[src/rtl/ultra_pkg.sv]
// rtl/ultra_pkg.sv - shared FSM encodings and delay constants for the receive datapath
package ultra_pkg;

    typedef enum logic [1:0] {
        ST_IDLE = 2'd0,
        ST_LOAD = 2'd1,
        ST_RUN  = 2'd2,
        ST_DONE = 2'd3
    } sched_state_t;

    // Defaults shared with sample_delay so both ends agree on delay width/limit
    localparam int         ULTRA_DELAY_W   = 8;
    localparam logic [7:0] ULTRA_MAX_DELAY = 8'd200;

endpackage

[src/rtl/delay_table.sv]
// rtl/delay_table.sv - per-zone, per-channel delay register array with saturating write
module delay_table
    import ultra_pkg::*;
#(
    parameter int                 NUM_ZONES = 4,
    parameter int                 NUM_CH    = 4,
    parameter int                 DELAY_W   = ULTRA_DELAY_W,
    parameter logic [DELAY_W-1:0] MAX_DELAY = ULTRA_MAX_DELAY
) (
    input  logic                          clk,
    input  logic                          reset,
    input  logic                          wr_en,
    input  logic [$clog2(NUM_ZONES)-1:0]  wr_zone,
    input  logic [$clog2(NUM_CH)-1:0]     wr_ch,
    input  logic [DELAY_W-1:0]            wr_delay,
    input  logic [$clog2(NUM_ZONES)-1:0]  rd_zone,
    output logic [NUM_CH*DELAY_W-1:0]     rd_row
);

    logic [DELAY_W-1:0] mem_q [NUM_ZONES][NUM_CH];
    logic [DELAY_W-1:0] mem_d [NUM_ZONES][NUM_CH];
    logic [DELAY_W-1:0] wr_sat;

    // Clamp incoming values and apply the single write port
    always_comb begin
        mem_d  = mem_q;
        wr_sat = (wr_delay > MAX_DELAY) ? MAX_DELAY : wr_delay;
        if (wr_en) begin
            mem_d[wr_zone][wr_ch] = wr_sat;
        end
    end

    // Table storage, cleared to zero on reset
    always_ff @(posedge clk) begin
        if (reset) begin
            for (int z = 0; z < NUM_ZONES; z++) begin
                for (int c = 0; c < NUM_CH; c++) begin
                    mem_q[z][c] <= '0;
                end
            end
        end else begin
            mem_q <= mem_d;
        end
    end

    // Combinational row read, channel 0 in the LSBs
    always_comb begin
        rd_row = '0;
        for (int c = 0; c < NUM_CH; c++) begin
            rd_row[c*DELAY_W +: DELAY_W] = mem_q[rd_zone][c];
        end
    end

endmodule

[src/rtl/us_delay_sched.sv]
// rtl/us_delay_sched.sv - zone/line sequencer driving dynamically focused sample_delay values
module us_delay_sched
    import ultra_pkg::*;
#(
    parameter int                 NUM_CH       = 4,
    parameter int                 DELAY_W      = ULTRA_DELAY_W,
    parameter logic [DELAY_W-1:0] MAX_DELAY    = ULTRA_MAX_DELAY,
    parameter int                 NUM_ZONES    = 4,
    parameter int                 ZONE_SAMPLES = 64
) (
    input  logic                          clk,
    input  logic                          reset,
    input  logic                          start,
    input  logic                          abort,
    input  logic [7:0]                    num_lines,
    input  logic                          cfg_we,
    input  logic [$clog2(NUM_ZONES)-1:0]  cfg_zone,
    input  logic [$clog2(NUM_CH)-1:0]     cfg_ch,
    input  logic [DELAY_W-1:0]            cfg_delay,
    output logic                          cfg_err,
    output logic                          busy,
    output logic                          done,
    output logic                          sample_en,
    output logic                          delay_upd,
    output logic                          line_start,
    output logic [$clog2(NUM_ZONES)-1:0]  zone_idx,
    output logic [7:0]                    line_idx,
    output logic [NUM_CH*DELAY_W-1:0]     delay_o
);

    localparam int ZW = $clog2(NUM_ZONES);
    localparam int SW = (ZONE_SAMPLES > 1) ? $clog2(ZONE_SAMPLES) : 1;
    localparam logic [SW-1:0] LAST_SAMPLE = SW'(ZONE_SAMPLES - 1);
    localparam logic [ZW-1:0] LAST_ZONE   = ZW'(NUM_ZONES - 1);

    sched_state_t              state_q, state_d;
    logic [ZW-1:0]             zone_q, zone_d;
    logic [7:0]                line_q, line_d;
    logic [7:0]                nl_q, nl_d;
    logic [SW-1:0]             cnt_q, cnt_d;
    logic [NUM_CH*DELAY_W-1:0] delay_q, delay_d;
    logic                      busy_q, busy_d;
    logic                      done_q, done_d;
    logic                      sample_en_q, sample_en_d;
    logic                      delay_upd_q, delay_upd_d;
    logic                      line_start_q, line_start_d;
    logic                      cfg_err_q, cfg_err_d;
    logic [NUM_CH*DELAY_W-1:0] row_rd;
    logic                      tbl_we;

    // The table is only writable while no scan is walking it
    assign tbl_we = cfg_we && !busy_q;

    delay_table #(
        .NUM_ZONES (NUM_ZONES),
        .NUM_CH    (NUM_CH),
        .DELAY_W   (DELAY_W),
        .MAX_DELAY (MAX_DELAY)
    ) u_table (
        .clk      (clk),
        .reset    (reset),
        .wr_en    (tbl_we),
        .wr_zone  (cfg_zone),
        .wr_ch    (cfg_ch),
        .wr_delay (cfg_delay),
        .rd_zone  (zone_q),
        .rd_row   (row_rd)
    );

    // Next-state, counter and registered-output computation
    always_comb begin
        state_d  = state_q;
        zone_d   = zone_q;
        line_d   = line_q;
        nl_d     = nl_q;
        cnt_d    = cnt_q;
        delay_d  = delay_q;

        case (state_q)
            ST_IDLE: begin
                if (start) begin
                    nl_d    = num_lines;
                    zone_d  = '0;
                    line_d  = '0;
                    cnt_d   = '0;
                    state_d = (num_lines == 8'd0) ? ST_DONE : ST_LOAD;
                end
            end
            ST_LOAD: begin
                delay_d = row_rd;
                state_d = ST_RUN;
            end
            ST_RUN: begin
                if (cnt_q == LAST_SAMPLE) begin
                    cnt_d = '0;
                    if (zone_q != LAST_ZONE) begin
                        zone_d  = zone_q + ZW'(1);
                        state_d = ST_LOAD;
                    end else if (line_q != nl_q - 8'd1) begin
                        line_d  = line_q + 8'd1;
                        zone_d  = '0;
                        state_d = ST_LOAD;
                    end else begin
                        state_d = ST_DONE;
                    end
                end else begin
                    cnt_d = cnt_q + SW'(1);
                end
            end
            ST_DONE: begin
                state_d = ST_IDLE;
            end
            default: begin
                state_d = ST_IDLE;
            end
        endcase

        // Abort freezes position and delays so the host can see where it stopped
        if (abort && state_q != ST_IDLE) begin
            state_d = ST_IDLE;
            zone_d  = zone_q;
            line_d  = line_q;
            cnt_d   = cnt_q;
            delay_d = delay_q;
        end

        busy_d       = (state_d == ST_LOAD) || (state_d == ST_RUN);
        done_d       = (state_d == ST_DONE);
        sample_en_d  = (state_d == ST_RUN);
        delay_upd_d  = (state_q == ST_LOAD) && (state_d == ST_RUN);
        line_start_d = delay_upd_d && (zone_q == '0);
        cfg_err_d    = cfg_we && busy_q;
    end

    // State, counters and output registers
    always_ff @(posedge clk) begin
        if (reset) begin
            state_q      <= ST_IDLE;
            zone_q       <= '0;
            line_q       <= '0;
            nl_q         <= '0;
            cnt_q        <= '0;
            delay_q      <= '0;
            busy_q       <= 1'b0;
            done_q       <= 1'b0;
            sample_en_q  <= 1'b0;
            delay_upd_q  <= 1'b0;
            line_start_q <= 1'b0;
            cfg_err_q    <= 1'b0;
        end else begin
            state_q      <= state_d;
            zone_q       <= zone_d;
            line_q       <= line_d;
            nl_q         <= nl_d;
            cnt_q        <= cnt_d;
            delay_q      <= delay_d;
            busy_q       <= busy_d;
            done_q       <= done_d;
            sample_en_q  <= sample_en_d;
            delay_upd_q  <= delay_upd_d;
            line_start_q <= line_start_d;
            cfg_err_q    <= cfg_err_d;
        end
    end

    assign busy       = busy_q;
    assign done       = done_q;
    assign sample_en  = sample_en_q;
    assign delay_upd  = delay_upd_q;
    assign line_start = line_start_q;
    assign cfg_err    = cfg_err_q;
    assign zone_idx   = zone_q;
    assign line_idx   = line_q;
    assign delay_o    = delay_q;

endmodule

[config.mk]
export PLATFORM = sky130hd
export DESIGN_NAME = us_delay_sched
export DESIGN_NICKNAME = d
export VERILOG_FILES = /design/src/rtl/ultra_pkg.sv /design/src/rtl/delay_table.sv /design/src/rtl/us_delay_sched.sv
export SDC_FILE = /design/constraint.sdc
export NUM_CORES = 1
export LEC_CHECK = 0
export ABC_CLOCK_PERIOD_IN_PS = 6800
export CAP_MARGIN = 20
export CORE_AREA = 2 2 145 147
export DETAILED_ROUTE_END_ITERATION = 7
export DIE_AREA = 0 0 147 149
export HOLD_SLACK_MARGIN = 0.02
export REMOVE_ABC_BUFFERS = 1
export SKIP_LAST_GASP = 1
export SYNTH_ARGS = -nofsm -noshare
export SYNTH_HDL_FRONTEND = slang
export SYNTH_HIERARCHICAL = 1
export SYNTH_SLANG_ARGS = --single-unit
[constraint.sdc]
create_clock -name clk -period 6.8 [get_ports clk]
set_input_delay 2.04 -clock clk [delete_from_list [all_inputs] [get_ports clk]]
set_output_delay 2.04 -clock clk [all_outputs]
set_load 0.02 [all_outputs]
==> reports/qor.txt <==
Total length of routed wires: 23,350 um
Worst Clk Skew: 8.719 ps
Synth area leaders: dfxtp_1, mux4_2, a21oi_1
Slew Viols, Final: 0
Number of flops mapped to enable cells by yosys: 0
Number of fillers in the final layout: 2,007
Flop-to-flop setup slack: 3770 ps
Endpoint with the worst hold slack: cfg_err
Detailed placement HPWL: 13,170 um
Proportion of synthesized chip area in sequential cells: 42.44%
Final total negative setup slack: 0 ps
Synth Instances: 1,018
Area of the multi-input gates: 4587 um^2
Initial DRC Count: 642
DIE HEIGHT: 149 um
Total standard cell area after synthesis: 9057 um^2
Number of warnings reported in the yosys synthesis log: 6
Proportion of synthesized flip-flops having asynchronous set or reset: 0%
Global route overflow: 0
Total of max-cap violations: 0
Die ar.: 21,900 um^2
Post-DRT Antenna Nets: 0
Kind of start point of the critical path: flop
Max Clk Rate: 243.3 MHz
Maximum number of pins on one net before global-route repair: 106
Effective utilization at floorplan: 44.06%
Final worst-path cycle share: 60.44%
Detail-routed net length per standard cell: 17.92 um
Clock insertion delay at the later pin of the skew report: 430 ps
Worst hold path cell count: 2
Number of search-and-repair iterations in the first detailed-routing pass: 5
Commonest non-fill, non-tap cells in the layout: dfxtp_1, a21oi_1, o21ai_0
Width of the die: 147 um
Buffers on Ports: 72
Buffer cell driving the clock tree root: clkbuf_16
Number of top-level design ports: 73
Number of buffers inserted for hold repair after clock tree synthesis: 0
Number of clock sinks: 192
Cells resized by post-CTS repair: 0
Layout cell share with drive strength beyond 1: 12.55%
# Post-CTS Setup Buffers: 0
Deepest clock path buffer count: 2
Final hold vios: 0
Combinational family with the most area after synthesis: compound AO/OA/AOI/OAI gates
Worst vdd rail ir drop: 0.1714 mV
First-pass GRT wire length: 38,600 um
Number of synthesized register bits: 192
Highest fanout seen on the critical path: 35
Area growth from synthesis to layout: 13.69%
Synth top area share: 42.44%
TritonCTS clock tree: built
Smallest hold slack: 444.8 ps
Netlist cell types: 67
Tot GR Track Use: 21.83%
Synth Area in Adders: 0.9670%
Post-layout minimum cycle time: 4110 ps
Antenna violations before repair: 0
Kind of critical path: flop to output port
Area fraction in compound gates after synthesis: 20.86%
Commonest non-fill, non-tap cell in the layout: dfxtp_1
Synthesized area per cell: 8.897 um^2
CTS clock-pin slew for the worst setup and hold paths: 70 ps
Count of standard-cell rows: 53
FF-to-FF End: line_start
Worst slew margin relative to its limit: 28.12%
Placeable core region: 20,560 um^2
Xor/xnor share of the synthesized area: 1.064%
Final setup violation count: 0
Depth of the worst register-to-register path: 12
Detail-routed via count per cell: 5.805
Static power due to leakage: 0.003288 uW
Number of global-route vias before repair: 7,159
Deepest level of the CTS H-tree: 4
Critical R2R Launch: nl_q[0]
Flip-flop cell with the highest count after synthesis: dfxtp_1
Sequential cell area in the final layout: 3846 um^2
Count of antenna diodes in the layout: 0
Final Net Count: 1,047
TritonCTS buffer count: 17
Setup repair after global routing missed its margin: no
Simple-Gate Fraction of Synth Area: 19.35%
Startpoint of the lowest-slack hold path: busy
Post-synth top area cell: dfxtp_1
Slew at the pin closest to its max-slew limit: 1078 ps
DRC errors left: 0
Final weighted congestion in routability-driven placement: 0.7561
Status: finished, final reports clean
Required @ worst endpoint: 4760 ps
Proportion of synthesized area in mux cells: 8.178%
Category of the worst setup path capture point: output port
Power Dens Cells: 229.7 nW/um^2
Vias after detailed routing: 7,564
Hold WC Path Type: flop to flop
CP arrival: 2070 ps
-- per-layer routing --
layer	wire, um	share of wire, %	global-route usage, %
met5	0	0	0
met4	206	0.88	5.000
met3	1268	5.4	4.220
met2	11320	48	36.67
met1	10550	45	29.40
-- synth_stat cells, types with 3 or more instances --
cell,instances
nor2b_1,47
nand4_1,49
xor2_1,3
buf_1,5
nand3_1,41
mux4_2,32
dfxtp_1,192
o21ai_2,18
xnor2_1,8
clkbuf_2,3
buf_4,22
and3_1,3
inv_1,8
a21oi_1,136
buf_6,5
nand2b_1,6
and2_1,3
nor4_1,3
o31ai_1,4
a311oi_2,4
nor2_1,17
buf_2,27
nor3b_1,3
nor3_1,8
ha_1,7
and3b_1,4
o21ai_0,120
clkbuf_1,47
a311oi_1,11
or4_1,7
or3_1,4
o21ai_1,11
nand2_1,118
-- registers in the layout, indices dropped and copies added (netlist names) --
name	cells
u_table/mem_q	128
delay_o	32
line_idx	8
nl_q	8
cnt_q	6
state_q	2
zone_idx	2
busy	1
cfg_err	1
delay_upd	1
done	1
line_start	1
sample_en	1
-- where the power goes --
part | leakage, uW | internal (uW) | switching (uW)
clock network | 0.000298 | 576 | 446
registers | 0.00155 | 1140 | 11.3
logic | 0.00144 | 61.5 | 133
total | 0.00329 | 1780 | 591
-- critical path, stage by stage, from the launching register on --
cell and delay, ps:
dfxtp_2 310, buf_4 570, clkdlybuf4s50_1 740
-- layout make-up --
type / instances / share of cell area, %
inverters: 8 / 0.2916
repair buffers: 90 / 8.663
clock inverters: 11 / 1.239
clock buffers: 21 / 4.569
well taps: 275 / 3.341
flip-flops and latches: 192 / 37.35
multi-input cells: 706 / 44.54
-- worst max path at each step --
stage	to	start	slack, ps	cells past startpoint
3_5_place_dp	u_table/mem_q[75]	cfg_ch[1]	2520	4
2_1_floorplan	delay_o[0]	abort	2690	3
4_1_cts	zone_idx[1]	zone_idx[1]	2640	2
5_1_grt	zone_idx[1]	zone_idx[1]	2550	2
3_3_place_gp	u_table/mem_q[43]	cfg_ch[1]	2550	4
6_report	zone_idx[1]	zone_idx[1]	2690	2
-- through the flow --
step	power (uW)	setup WS, ps	instance area, um^2	instances	util [%]
6_report	2366	2690	10300	1303	50.09
5_1_grt	2460	2547	10300	1303	50.09
4_1_cts	2383	2635	10250	1301	49.88
3_5_place_dp	1366	2516	9657	1269	46.98
3_3_place_gp	1364	2549	9642	1268	46.90
2_1_floorplan	1269	2687	8441	906	-
-- kinds of logic (layout without fill, tap and decap cells) --
group           after synthesis  count (layout)
compound gates              323             323
mux                          34              34
xor+xnor                     11              11
simple gates                331             331
fa+ha+maj                     7               7
flops                       192             192
buf+inv                     120             130
No activity file was read; power rests on OpenSTA's default activity.
